<file path="config.mk">
export PLATFORM = sky130hd
export DESIGN_NAME = sfp_norm_array
export DESIGN_NICKNAME = d
export VERILOG_FILES = /design/src/rtl/sfp_pkg.sv /design/src/rtl/sfp_seq_div.sv /design/src/rtl/sfp_norm_array.sv
export SDC_FILE = /design/constraint.sdc
export NUM_CORES = 1
export LEC_CHECK = 0
export CAP_MARGIN = 20
export CORE_ASPECT_RATIO = 0.75
export CORE_MARGIN = 2
export CORE_UTILIZATION = 45
export CTS_CLUSTER_DIAMETER = 200
export DETAILED_ROUTE_END_ITERATION = 16
export MAX_ROUTING_LAYER = met4
export SYNTH_ARGS = -nofsm -noshare
export SYNTH_HDL_FRONTEND = slang
export SYNTH_HIERARCHICAL = 1
export SYNTH_SLANG_ARGS = --single-unit
</file>
<file path="constraint.sdc">
create_clock -name clk -period 12.3 [get_ports clk]
set_input_delay 2.46 -clock clk [delete_from_list [all_inputs] [get_ports clk]]
set_output_delay 2.46 -clock clk [all_outputs]
set_load 0.005 [all_outputs]
</file>
<file path="src/rtl/sfp_pkg.sv">
`default_nettype none
// +--------------------------------------------------------------------------+
// | sfp_pkg : shared constants and FSM encoding for sfp_norm_array           |
// | Revision : 1.0                                                           |
// +--------------------------------------------------------------------------+
package sfp_pkg;

  localparam int SFP_COL     = 8;
  localparam int SFP_BW_PSUM = 20;
  localparam int SFP_BW_SUM  = 24;
  localparam int SFP_FRAC    = 8;

  // Rounding adds one guard quotient bit and resolves it half-up.
`ifdef SFP_NORM_ROUND_EN
  localparam int SFP_ROUND_EN = 1;
`else
  localparam int SFP_ROUND_EN = 0;
`endif

  typedef logic [1:0] sfp_state_t;
  localparam logic [1:0] ST_IDLE = 2'd0;
  localparam logic [1:0] ST_LOAD = 2'd1;
  localparam logic [1:0] ST_DIV  = 2'd2;
  localparam logic [1:0] ST_OUT  = 2'd3;

endpackage
`default_nettype wire

</file>
<file path="src/rtl/sfp_seq_div.sv">
`default_nettype none
// +--------------------------------------------------------------------------+
// | sfp_seq_div : restoring divider, one quotient bit per cycle, MSB first   |
// | Revision : 1.0                                                           |
// +--------------------------------------------------------------------------+
module sfp_seq_div
  import sfp_pkg::*;
#(
  parameter int NW   = SFP_BW_PSUM,
  parameter int DW   = SFP_BW_SUM,
  parameter int FRAC = SFP_FRAC
) (
  input  logic          clk,
  input  logic          reset,
  input  logic          start,
  input  logic [NW-1:0] num,
  input  logic [DW-1:0] den,
  output logic [FRAC:0] q,
  output logic          dz,
  output logic          done
);

  localparam int NIT = FRAC + 1 + SFP_ROUND_EN;
  localparam int RW  = DW + 1;
  localparam int CW  = $clog2(NIT + 1);

  logic [RW-1:0]  rem_q, rem_d;
  logic [DW-1:0]  den_q, den_d;
  logic [NIT-1:0] quo_q, quo_d;
  logic [CW-1:0]  cnt_q, cnt_d;
  logic           dz_q, dz_d;
  logic           done_q, done_d;
  logic           rem_ge;

  // num never exceeds den (the sum includes |stored|), so rem stays below 2*den.
  always_comb begin
    rem_d  = rem_q;
    den_d  = den_q;
    quo_d  = quo_q;
    cnt_d  = cnt_q;
    dz_d   = dz_q;
    done_d = 1'b0;
    rem_ge = (rem_q >= {1'b0, den_q}) && !dz_q;
    if (start) begin
      rem_d = RW'(num);
      den_d = den;
      quo_d = '0;
      cnt_d = CW'(NIT);
      dz_d  = (den == '0);
    end else if (cnt_q != '0) begin
      if (rem_ge) begin
        quo_d = NIT'({quo_q, 1'b1});
        rem_d = (rem_q - {1'b0, den_q}) << 1;
      end else begin
        quo_d = NIT'({quo_q, 1'b0});
        rem_d = rem_q << 1;
      end
      cnt_d  = cnt_q - 1'b1;
      done_d = (cnt_q == CW'(1));
    end
  end

  always_ff @(posedge clk) begin
    if (reset) begin
      rem_q  <= '0;
      den_q  <= '0;
      quo_q  <= '0;
      cnt_q  <= '0;
      dz_q   <= 1'b0;
      done_q <= 1'b0;
    end else begin
      rem_q  <= rem_d;
      den_q  <= den_d;
      quo_q  <= quo_d;
      cnt_q  <= cnt_d;
      dz_q   <= dz_d;
      done_q <= done_d;
    end
  end

  generate
    if (SFP_ROUND_EN != 0) begin : g_round
      // Quotient is at most 2^(FRAC+1) with bit 0 clear, so the half-up add cannot overflow.
      assign q = dz_q ? '0 : (quo_q[NIT-1:1] + (FRAC+1)'(quo_q[0]));
    end else begin : g_trunc
      assign q = dz_q ? '0 : quo_q[FRAC:0];
    end
  endgenerate

  assign dz   = dz_q;
  assign done = done_q;

endmodule
`default_nettype wire

</file>
<file path="src/rtl/sfp_norm_array.sv">
`default_nettype none
// +--------------------------------------------------------------------------+
// | sfp_norm_array : per-lane |psum| accumulation and serial normalisation   |
// | Optional macro SFP_NORM_ROUND_EN : half-up rounding, one extra DIV cycle |
// | Revision : 1.0                                                           |
// +--------------------------------------------------------------------------+
module sfp_norm_array
  import sfp_pkg::*;
#(
  parameter int COL     = SFP_COL,
  parameter int BW_PSUM = SFP_BW_PSUM,
  parameter int BW_SUM  = SFP_BW_SUM,
  parameter int FRAC    = SFP_FRAC,
  localparam int LW     = (COL > 1) ? $clog2(COL) : 1
) (
  input  logic                   clk,
  input  logic                   reset,
  input  logic                   acc_valid,
  output logic                   acc_ready,
  input  logic [COL*BW_PSUM-1:0] acc_data,
  input  logic                   norm_start,
  input  logic                   clr,
  output logic                   busy,
  output logic                   out_valid,
  input  logic                   out_ready,
  output logic [BW_PSUM-1:0]     out_data,
  output logic [LW-1:0]          out_lane,
  output logic                   out_dz
);

  sfp_state_t                state_q, state_d;
  logic [LW-1:0]             lane_q, lane_d;
  logic                      out_valid_q, out_valid_d;
  logic [BW_PSUM-1:0]        out_data_q, out_data_d;
  logic [LW-1:0]             out_lane_q, out_lane_d;
  logic                      out_dz_q, out_dz_d;
  logic [BW_SUM-1:0]         sum_q [COL];
  logic [BW_SUM-1:0]         sum_d [COL];
  logic signed [BW_PSUM-1:0] stored_q [COL];
  logic signed [BW_PSUM-1:0] stored_d [COL];

  logic                      div_start, div_dz, div_done;
  logic [BW_PSUM-1:0]        div_num;
  logic [BW_SUM-1:0]         div_den;
  logic [FRAC:0]             div_q;
  logic [BW_PSUM-1:0]        q_ext;
  logic [BW_SUM:0]           acc_sum;

  // Two's-complement negate of the most negative value yields 2^(BW_PSUM-1) when read unsigned.
  function automatic logic [BW_PSUM-1:0] mag(input logic signed [BW_PSUM-1:0] x);
    return x[BW_PSUM-1] ? $unsigned(-x) : $unsigned(x);
  endfunction

  assign div_start = (state_q == ST_LOAD);
  assign div_num   = mag(stored_q[lane_q]);
  assign div_den   = sum_q[lane_q];
  assign q_ext     = {{(BW_PSUM-FRAC-1){1'b0}}, div_q};

  sfp_seq_div #(
    .NW   (BW_PSUM),
    .DW   (BW_SUM),
    .FRAC (FRAC)
  ) u_div (
    .clk   (clk),
    .reset (reset),
    .start (div_start),
    .num   (div_num),
    .den   (div_den),
    .q     (div_q),
    .dz    (div_dz),
    .done  (div_done)
  );

  always_comb begin
    state_d     = state_q;
    lane_d      = lane_q;
    out_valid_d = out_valid_q;
    out_data_d  = out_data_q;
    out_lane_d  = out_lane_q;
    out_dz_d    = out_dz_q;
    acc_sum     = '0;
    for (int i = 0; i < COL; i++) begin
      sum_d[i]    = sum_q[i];
      stored_d[i] = stored_q[i];
    end
    case (state_q)
      ST_IDLE: begin
        // clr beats a simultaneous beat; norm_start sees this cycle's beat.
        if (clr) begin
          for (int i = 0; i < COL; i++) begin
            sum_d[i]    = '0;
            stored_d[i] = '0;
          end
        end else if (acc_valid) begin
          for (int i = 0; i < COL; i++) begin
            acc_sum     = {1'b0, sum_q[i]}
                        + {{(BW_SUM+1-BW_PSUM){1'b0}}, mag(acc_data[i*BW_PSUM +: BW_PSUM])};
            sum_d[i]    = acc_sum[BW_SUM] ? '1 : acc_sum[BW_SUM-1:0];
            stored_d[i] = acc_data[i*BW_PSUM +: BW_PSUM];
          end
        end
        if (norm_start) begin
          state_d = ST_LOAD;
          lane_d  = '0;
        end
      end
      ST_LOAD: state_d = ST_DIV;
      ST_DIV: begin
        if (div_done) begin
          state_d     = ST_OUT;
          out_valid_d = 1'b1;
          out_data_d  = stored_q[lane_q][BW_PSUM-1] ? -q_ext : q_ext;
          out_lane_d  = lane_q;
          out_dz_d    = div_dz;
        end
      end
      ST_OUT: begin
        if (out_valid_q && out_ready) begin
          out_valid_d = 1'b0;
          if (lane_q == LW'(COL-1)) begin
            state_d = ST_IDLE;
            for (int i = 0; i < COL; i++) begin
              sum_d[i]    = '0;
              stored_d[i] = '0;
            end
          end else begin
            lane_d  = lane_q + 1'b1;
            state_d = ST_LOAD;
          end
        end
      end
      default: state_d = ST_IDLE;
    endcase
  end

  always_ff @(posedge clk) begin
    if (reset) begin
      state_q     <= ST_IDLE;
      lane_q      <= '0;
      out_valid_q <= 1'b0;
      out_data_q  <= '0;
      out_lane_q  <= '0;
      out_dz_q    <= 1'b0;
      for (int i = 0; i < COL; i++) begin
        sum_q[i]    <= '0;
        stored_q[i] <= '0;
      end
    end else begin
      state_q     <= state_d;
      lane_q      <= lane_d;
      out_valid_q <= out_valid_d;
      out_data_q  <= out_data_d;
      out_lane_q  <= out_lane_d;
      out_dz_q    <= out_dz_d;
      for (int i = 0; i < COL; i++) begin
        sum_q[i]    <= sum_d[i];
        stored_q[i] <= stored_d[i];
      end
    end
  end

  assign acc_ready = (state_q == ST_IDLE) && !reset;
  assign busy      = (state_q != ST_IDLE);
  assign out_valid = out_valid_q;
  assign out_data  = out_data_q;
  assign out_lane  = out_lane_q;
  assign out_dz    = out_dz_q;

endmodule
`default_nettype wire

</file>
Word-level counts from Yosys, hierarchy flattened
Memories as Yosys holds them, arrays and structs flattened. A register that Yosys moved wholly into a read port is not among the register bits.
Cells that the tools add are included.
{"block": "totals", "ff_bits": 94, "latchBits": 0, "ram_bits": 352, "mem_bits_ro": 0, "output_inout_bits": 27, "memories": 2}
{"memory": "sum_q", "depth": 8, "width": 24, "rd": 9, "rd_ports_with_merged_regs": 1, "write_ports": 8, "line_no": "sfp_norm_array.sv:37", "rtl": "logic [BW_SUM-1:0] sum_q [COL];"}
{"memory": "stored_q", "depth": 8, "width": 20, "rd": 1, "rd_ports_with_merged_regs": 1, "write_ports": 8, "line_no": "sfp_norm_array.sv:39", "rtl": "logic signed [BW_PSUM-1:0] stored_q [COL];"}
{"block": "op_classes", "addsub": 21, "mul": 0, "div": 0, "order_cmp": 1, "n_eq_ne": 13, "shift": 0, "muxes": 70, "n_bitwise": 17, "reduce_logical": 19}
{"op": "$mux 192", "n": 4}
{"op": "$mux 160", "n": 4}
{"op": "$mux 20", "n": 20}
{"op": "$mux 24", "n": 16}
{"op": "$pmux 192 s2", "n": 1}
{"op": "$pmux 160 s2", "n": 1}
{"op": "$add 24x20->25", "n": 8}
{"op": "$neg 20->20", "n": 9}
{"op": "$ge 25x24->1", "n": 1}
{"op": "$mux 25", "n": 1}
{"op": "$logic_not 24->1", "n": 1}
{"op": "$sub 24x24->24", "n": 1}
{"op": "$mux 3", "n": 7}
{"op": "$neg 9->20", "n": 1}
{"op": "$or 1x1->1", "n": 16}
{"op": "$ne 2x2->1 const B", "n": 5}
{"op": "$mux 9", "n": 1}
{"op": "$mux 4", "n": 2}
{"op": "$pmux 2 s4", "n": 1}
{"op": "$reduce_bool 2->1", "n": 4}
{"op": "$mux 1", "n": 7}
{"op": "$mux 2", "n": 3}
{"op": "$ne 3x3->1 const B", "n": 2}
{"op": "$pmux 3 s2", "n": 1}
{"op": "19 further kinds", "n": 24}

Logic depth before layout (Yosys ltp)
Gate-level depths: netlist (run 1).
{"block": "depth", "depth_word": 8, "ltp_mapped": 19}

Modules after synthesis
Netlist (run 1), hierarchy kept.
{"module": "sfp_norm_array", "instances": 1, "cells_per_inst": 3162, "area_per_inst_um2": 28738.8, "seq_area_each_um2": 9248.9}
{"module": "sfp_seq_div", "instances": 1, "cells_per_inst": 542, "area_per_inst_um2": 4424.2, "seq_area_each_um2": 1281.2}

Worst setup path before layout (run 1)
No wires, ideal clock.
{"block": "synth_path", "path_kind": "input to register", "start": "in clr", "end": "mem sum_q[4][22] in the netlist's numbering", "setup_ns": 0.119, "arrival_ns": 8.297, "t_required_ns": 12.181, "path_slack_ns": 3.884, "stages": 7, "n_path_buf": 1, "cell_sequence": "nor2_1 > a21oi_1 > a31oi_1 > inv_1 > clkbuf_1 > o21ai_0 > a21bo_2"}
{"item": "start, declared", "line_no": "sfp_norm_array.sv:22", "rtl": "input logic clr,"}
{"item": "end, declared", "line_no": "sfp_norm_array.sv:37"}

==> results of run 1 <==
[through the flow]
stage,instances,hold WS [ns],power [mW]
after floorplan,3704,0.427,4.87
after global placement,4698,0.443,5.86
after detailed placement,4698,0.443,5.85
after CTS,4791,0.459,7.45
after global routing,4795,0.473,7.94
final,4797,0.456,7.50
[sequential cells by signal, summed over array words and instances, names as in the netlist, named ones only]
name,count
lane_q,3
u_div/done,1
out_data,17
u_div/dz,1
state_q,2
out_dz,1
out_valid,1
u_div/cnt_q,4
stored_q,160
u_div/quo_q,9
out_lane,3
sum_q,192
u_div/den_q,24
u_div/rem_q,25
[layer usage]
| layer | share of wire | wire length, um | up-vias |
|---|---|---|---|
| met5 | 0 | 0 | - |
| met4 | 0.021 | 2450 | 0 |
| met3 | 0.098 | 11500 | 106 |
| met2 | 0.40 | 47000 | 1283 |
| met1 | 0.48 | 56700 | 14200 |
| li1 | - | - | 13900 |
[cell usage in the layout (no fill, tap or decap), types with 15 or more instances in the layout]
cell type        netlist  layout
nand3_1               63      63
o211ai_1              38      38
clkdlybuf4s50_1        0     191
nor3_1                53      52
mux2i_1               43      43
xor2_1                66      66
mux2_2                33      33
o21a_1                30      30
clkinv_2               0      15
a211oi_1              41      41
nand4_1               18      18
xnor2_1              230     230
nand2_1              485     484
a21oi_1              221     220
mux4_2                88      88
o31ai_1               45      45
o41ai_1               20      20
nor2_1               190     189
inv_1                 94      93
a221o_1               24      24
dfxtp_1              286     283
nor2b_1               28      28
or3_1                 38      38
a21o_1                84      84
o21bai_1              19      19
nor4_1                23      23
ha_1                 242     241
and3_1               125     125
nand2b_1              43      43
o21ai_0              308     307
buf_4                  6      22
or4_1                 26      26
and2_1                52      51
a31oi_1               40      39
edfxtp_1             160     160
clkbuf_16              0      51
[layout make-up]
class / count / area, sq um / area share
repair buffers: 217 / 2130 / 0.0569
flip-flops and latches: 446 / 10500 / 0.281
diodes: 5 / 12.5 / 0.000334
multi-input cells: 2974 / 21500 / 0.574
inverters: 94 / 358 / 0.00955
clock inverters: 33 / 360 / 0.00962
clock buffers: 60 / 1330 / 0.0355
well taps: 968 / 1210 / 0.0323
[worst max path at each step]
stage / start / to / slack, ns
floorplan: clr / sum_q[4][22] / 3.88
global placement: acc_data[47] / sum_q[2][21] / 4.97
detailed placement: acc_data[47] / sum_q[2][21] / 4.87
CTS: acc_data[47] / sum_q[2][21] / 5.50
global route: acc_data[47] / sum_q[2][21] / 5.15
finish: acc_data[47] / sum_q[2][21] / 5.41
[kinds of logic (layout without fill, tap and decap cells)]
| kind of cell | Yosys count | in the layout | share of synthesized area |
|---|---|---|---|
| simple gates | 1223 | 1223 | 0.182 |
| compound gates | 1039 | 1039 | 0.206 |
| flops | 446 | 446 | 0.318 |
| xor+xnor | 296 | 296 | 0.0782 |
| buf+inv | 284 | 404 | 0.0352 |
| fa+ha+maj | 251 | 251 | 0.0967 |
| mux | 165 | 165 | 0.0844 |
| other cells | 0 | 5 | 0 |
[worst min-delay path: stages, from the launching register on]
cell,delay [ns]
dfxtp_1,0.31
nand2_1,0.05
a21oi_1,0.05
[power by group]
group          switching [mW]  total (mW)  internal (mW)
combinational            2.19        3.63           1.43
sequential              0.322        2.29           1.97
clock                   0.682        1.59          0.903
total                    3.20        7.50           4.31
==> impl_metrics.json, run 1 <==
{
  "viasPerCell": 6.15,
  "gp_congestion": 1.01,
  "fin_crit_ns": 6.89,
  "r2r_cells": 12,
  "grt_first_pass_wirelength_um": 174000,
  "syn_to_final_growth_pct": 13.0,
  "synth_top_area_cell": "dfxtp_1",
  "cap_violations": 0,
  "synth.yosys.warnings": 6,
  "ctsRootBufferMaster": "clkbuf_16",
  "cp_slowest_cell": "or4_1",
  "coreArea_sq_mm": 0.0732,
  "drt-total-wl_um": 118000,
  "cp-end-kind": "flip-flop",
  "clk_pin_slew_worst_paths_ns": 0.06,
  "postPlaceCellArea_sq_mm": 0.0357,
  "report.final.slew_viol_count": 0,
  "status": "finished clean",
  "htreeDepth": 2,
  "cp_cell_sequence": "clkdlybuf4s50_1, or4_1, or3_1, nor4_1, nand2_1, o21ai_0, xnor2_1, ha_1, and4_1, nand4_1, a2bb2oi_1, o21a_1, a311oi_1, a21oi_1, or4b_2, nand4b_1",
  "die_h_um": 239,
  "power.leakage_nw": 15.4,
  "crit_cells": 16,
  "final_util": 0.512,
  "busiest_layer": "met1",
  "cp_slowest_stage_delay_ns": 0.66,
  "postCtsHoldBufs": 0,
  "drive_gt1_frac": 0.0824,
  "clk_path_buf_depth": 3,
  "min-delay-start": "out_data[15]",
  "yosys.area.top_type_share": 0.173,
  "synthTopCellsByArea": "dfxtp_1, edfxtp_1, ha_1, xnor2_1, mux4_2",
  "arrival_ns": 7.45,
  "ys.flop_type": "dfxtp_1",
  "layout.nets": 4200,
  "worstMarginPinSlew_ns": 1.03,
  "fin_skew_ns": 0.0338,
  "numPortBuffers": 192,
  "timing_hold_violations_final": 0,
  "power.density_mw_per_mm2": 200,
  "place_ws_ns": 4.87,
  "dr.first_iter.drc_count": 3459,
  "crit_required_ns": 12.86,
  "detail-route-antenna-nets": 0,
  "grt_max_degree": 137,
  "synth_cells": 3704,
  "cts_resized": 0,
  "synth_area_sq_mm": 0.0332,
  "period_share": 0.560,
  "slew_headroom": 0.315,
  "overflow": 0,
  "use_met3": 0.0531,
  "start_util": 0.453,
  "grt_pass1_vias": 26600,
  "synth_cell_types": 113,
  "routedWlPerCell_um": 24.5,
  "pin_count": 193,
  "numClockSinks": 446,
  "min_path_type": "reg2reg",
  "ir_drop_v": 0.000125,
  "reg2reg_to": "u_div/rem_q[16]",
  "grt_use_met2": 0.421,
  "max_freq_ghz": 0.145,
  "synth_seq_cells": 446,
  "rsz0062_at_grt": "false",
  "grt_use_met1": 0.476,
  "die_w_um": 317,
  "syn_nets": 4121,
  "cp.buffers_inverters": 1,
  "synth.most_common_cell": "nand2_1",
  "final_area_sq_mm": 0.0375,
  "setup_viol": 0,
  "drc": 0,
  "critPathKind": "in2reg",
  "drt-pass1-iter-count": 6,
  "dp_hpwl_um": 89700,
  "die_area_sq_mm": 0.0759,
  "synthArstFlopShare": 0,
  "vias": 29500,
  "avgSynthCellArea_sq_um": 8.95,
  "cts_tree": "yes",
  "cts_buffers": 50,
  "fill_cells": 6829,
  "finalSetupTns_ns": 0,
  "critPathMaxFanout": 6,
  "synth_edf_count": 160,
  "ff2ff_setup_slack_ns": 7.98,
  "hold_path_end": "out_data[15]",
  "placementRows": 86,
  "grt.total_usage": 0.311,
  "synth_seq_area_share": 0.318,
  "setup_slack_ns": 5.41,
  "antenna_found_initial": 14,
  "worstSkewPairLatency_ns": 0.64,
  "synth_common_cells": "nand2_1, o21ai_0, dfxtp_1",
  "whs_path_depth": 2,
  "post_cts_buffers": 0,
  "critPathTopFamily": "simple AND/OR/NAND/NOR gates",
  "cp-start-kind": "input port"
}
Power figures use the tool's default switching activity.
==> run 2, diff against run 1 <==
- PLACE_DENSITY: not set -> 0.65
- clock period: 12.3 -> 5.9 ns (I/O delays scaled with it)
==> run 2 against run 1 <==
Sequential power increased by 110%. Largest power group unchanged. Critical path depth is the same. Critical endpoint unchanged. Wire length fell by 2.7%. Via count up 1.8%. Worst setup slack got worse by 4.8 ns. Die area unchanged. Highest routed layer unchanged.
==> impl_metrics.json, run 2 (synthesis results as in run 1) <==
{
  "fin_skew_ns": 0.0281,
  "switching_share": 0.427,
  "die_h_um": 239,
  "r2r_cells": 11,
  "drt-total-wl_um": 114000,
  "placementRows": 86,
  "layout_common_cells": "nand2_1, o21ai_0, dfxtp_1, ha_1, xnor2_1",
  "pwr-share-seq": 0.308,
  "setup_viol": 0,
  "numClockSinks": 446,
  "power.total_mw": 15.6,
  "finalSetupTns_ns": 0,
  "syn_to_final_growth_pct": 14.1,
  "hold_path_end": "out_data[13]",
  "p_clk_frac": 0.202,
  "antenna_found_initial": 20,
  "fill_cells": 6824,
  "clk_path_buf_depth": 3,
  "slew_headroom": 0.330,
  "cp-start-kind": "input port",
  "gp_congestion": 0.993,
  "regMostFlops": "sum_q",
  "critPathMaxFanout": 6,
  "worstMarginPinSlew_ns": 0.993,
  "pin_count": 193,
  "start_util": 0.453,
  "cp_slowest_stage_delay_ns": 0.66,
  "min_path_type": "reg2reg",
  "post_cts_buffers": 0,
  "max_freq_ghz": 0.190,
  "cp-end-kind": "flip-flop",
  "viasPerCell": 6.19,
  "routedWlPerCell_um": 23.6,
  "drive_gt1_frac": 0.0950,
  "cp_cell_sequence": "clkdlybuf4s50_1, or4_1, or3_1, nor4_1, nand2_1, o21ai_0, xnor2_1, ha_1, and4_1, nand4_1, a2bb2oi_1, o21a_1, a311oi_1, a21oi_1, or4b_2, nand4b_1",
  "grt_first_pass_wirelength_um": 171000,
  "crit_required_ns": 6.45,
  "ir_drop_v": 0.000305,
  "cap_violations": 0,
  "power.leakage_nw": 15.6,
  "postPlaceCellArea_sq_mm": 0.0362,
  "ctsRootBufferMaster": "clkbuf_16",
  "whs_path_depth": 2,
  "postCtsHoldBufs": 0,
  "drt-pass1-iter-count": 6,
  "critPathKind": "in2reg",
  "ff2ff_setup_slack_ns": 2.18,
  "timing_hold_violations_final": 0,
  "report.final.slew_viol_count": 0,
  "overflow": 0,
  "grt.total_usage": 0.303,
  "grt_max_degree": 150,
  "grt_pass1_vias": 26800,
  "min-delay-start": "out_data[13]",
  "die_w_um": 317,
  "cts_tree": "yes",
  "p_sw_mw": 6.65,
  "rsz0062_at_grt": "false",
  "status": "finished clean",
  "reg2reg_to": "u_div/rem_q[16]",
  "numPortBuffers": 192,
  "vias": 30100,
  "die_area_sq_mm": 0.0759,
  "cts_buffers": 47,
  "p_int_mw": 8.93,
  "fin_crit_ns": 5.28,
  "drc": 0,
  "htreeDepth": 2,
  "cts_resized": 0,
  "dr.first_iter.drc_count": 3995,
  "dp_hpwl_um": 88200,
  "period_share": 0.894,
  "final_area_sq_mm": 0.0378,
  "power.density_mw_per_mm2": 412,
  "cp_slowest_cell": "or4_1",
  "detail-route-antenna-nets": 0,
  "combinationalPowerShare": 0.490,
  "largestRegisters": "sum_q: 192 flops, stored_q: 160 flops, u_div/rem_q: 25 flops",
  "final_common_cell": "nand2_1",
  "coreArea_sq_mm": 0.0732,
  "layout.nets": 4251,
  "largest_reg_flops": 192,
  "clk_pin_slew_worst_paths_ns": 0.06,
  "worstSkewPairLatency_ns": 0.62,
  "arrival_ns": 5.82
}
-- run 2: power by group through the flow --
stage | sequential (mW) | combinational (mW) | clock (mW)
after floorplan | 4.49 | 5.61 | 0
after global placement | 4.79 | 7.37 | 0
after detailed placement | 4.80 | 7.42 | 0
after CTS | 4.75 | 7.47 | 3.18
after global routing | 4.84 | 8.35 | 3.30
final | 4.79 | 7.64 | 3.15
-- run 2: cell type report --
cell class / instances / area (sq um) / area share
multi-input cells: 2974 / 21500 / 0.569
flip-flops and latches: 446 / 10500 / 0.279
well taps: 968 / 1210 / 0.0320
repair buffers: 271 / 2580 / 0.0681
clock buffers: 60 / 1330 / 0.0351
clock inverters: 28 / 270 / 0.00715
diodes: 11 / 27.5 / 0.000728
inverters: 94 / 358 / 0.00946
-- run 2: how the worst max path moves through the flow --
stage | from | to | slack [ns] | cells past startpoint
4_1_cts | acc_data[5] | sum_q[0][22] | 0.74 | 17
3_3_place_gp | acc_data[6] | sum_q[0][22] | 0.13 | 17
2_1_floorplan | acc_data[5] | sum_q[0][17] | 0.79 | 15
3_5_place_dp | acc_data[5] | sum_q[0][22] | 0.11 | 17
5_1_grt | acc_data[47] | sum_q[2][21] | 0.48 | 16
6_report | acc_data[47] | sum_q[2][21] | 0.62 | 16
-- run 2: metrics by stage --
| stage | hold slack, ns | setup WS (ns) | cells | utilization |
|---|---|---|---|---|
| floorplan | 0.427 | 0.790 | 3704 | - |
| global placement | 0.439 | 0.133 | 4752 | 0.495 |
| detailed placement | 0.449 | 0.109 | 4752 | 0.495 |
| CTS | 0.460 | 0.739 | 4840 | 0.516 |
| global route | 0.471 | 0.477 | 4850 | 0.517 |
| finish | 0.454 | 0.623 | 4852 | 0.517 |
-- run 2: worst max-delay path, delay by kind of cell --
family | cells | cell delay (ns)
simple gates | 8 | 2.56
compound gates | 5 | 0.94
buf+inv | 1 | 0.58
fa+ha+maj | 1 | 0.41
xor+xnor | 1 | 0.14
-- run 2: metal layers --
metal | vias up | global-route usage | part of all wire
met5 | - | - | 0
met4 | 0 | 0.0681 | 0.022
met3 | 126 | 0.0746 | 0.12
met2 | 1569 | 0.397 | 0.39
met1 | 14400 | 0.458 | 0.47
li1 | 14000 | - | -
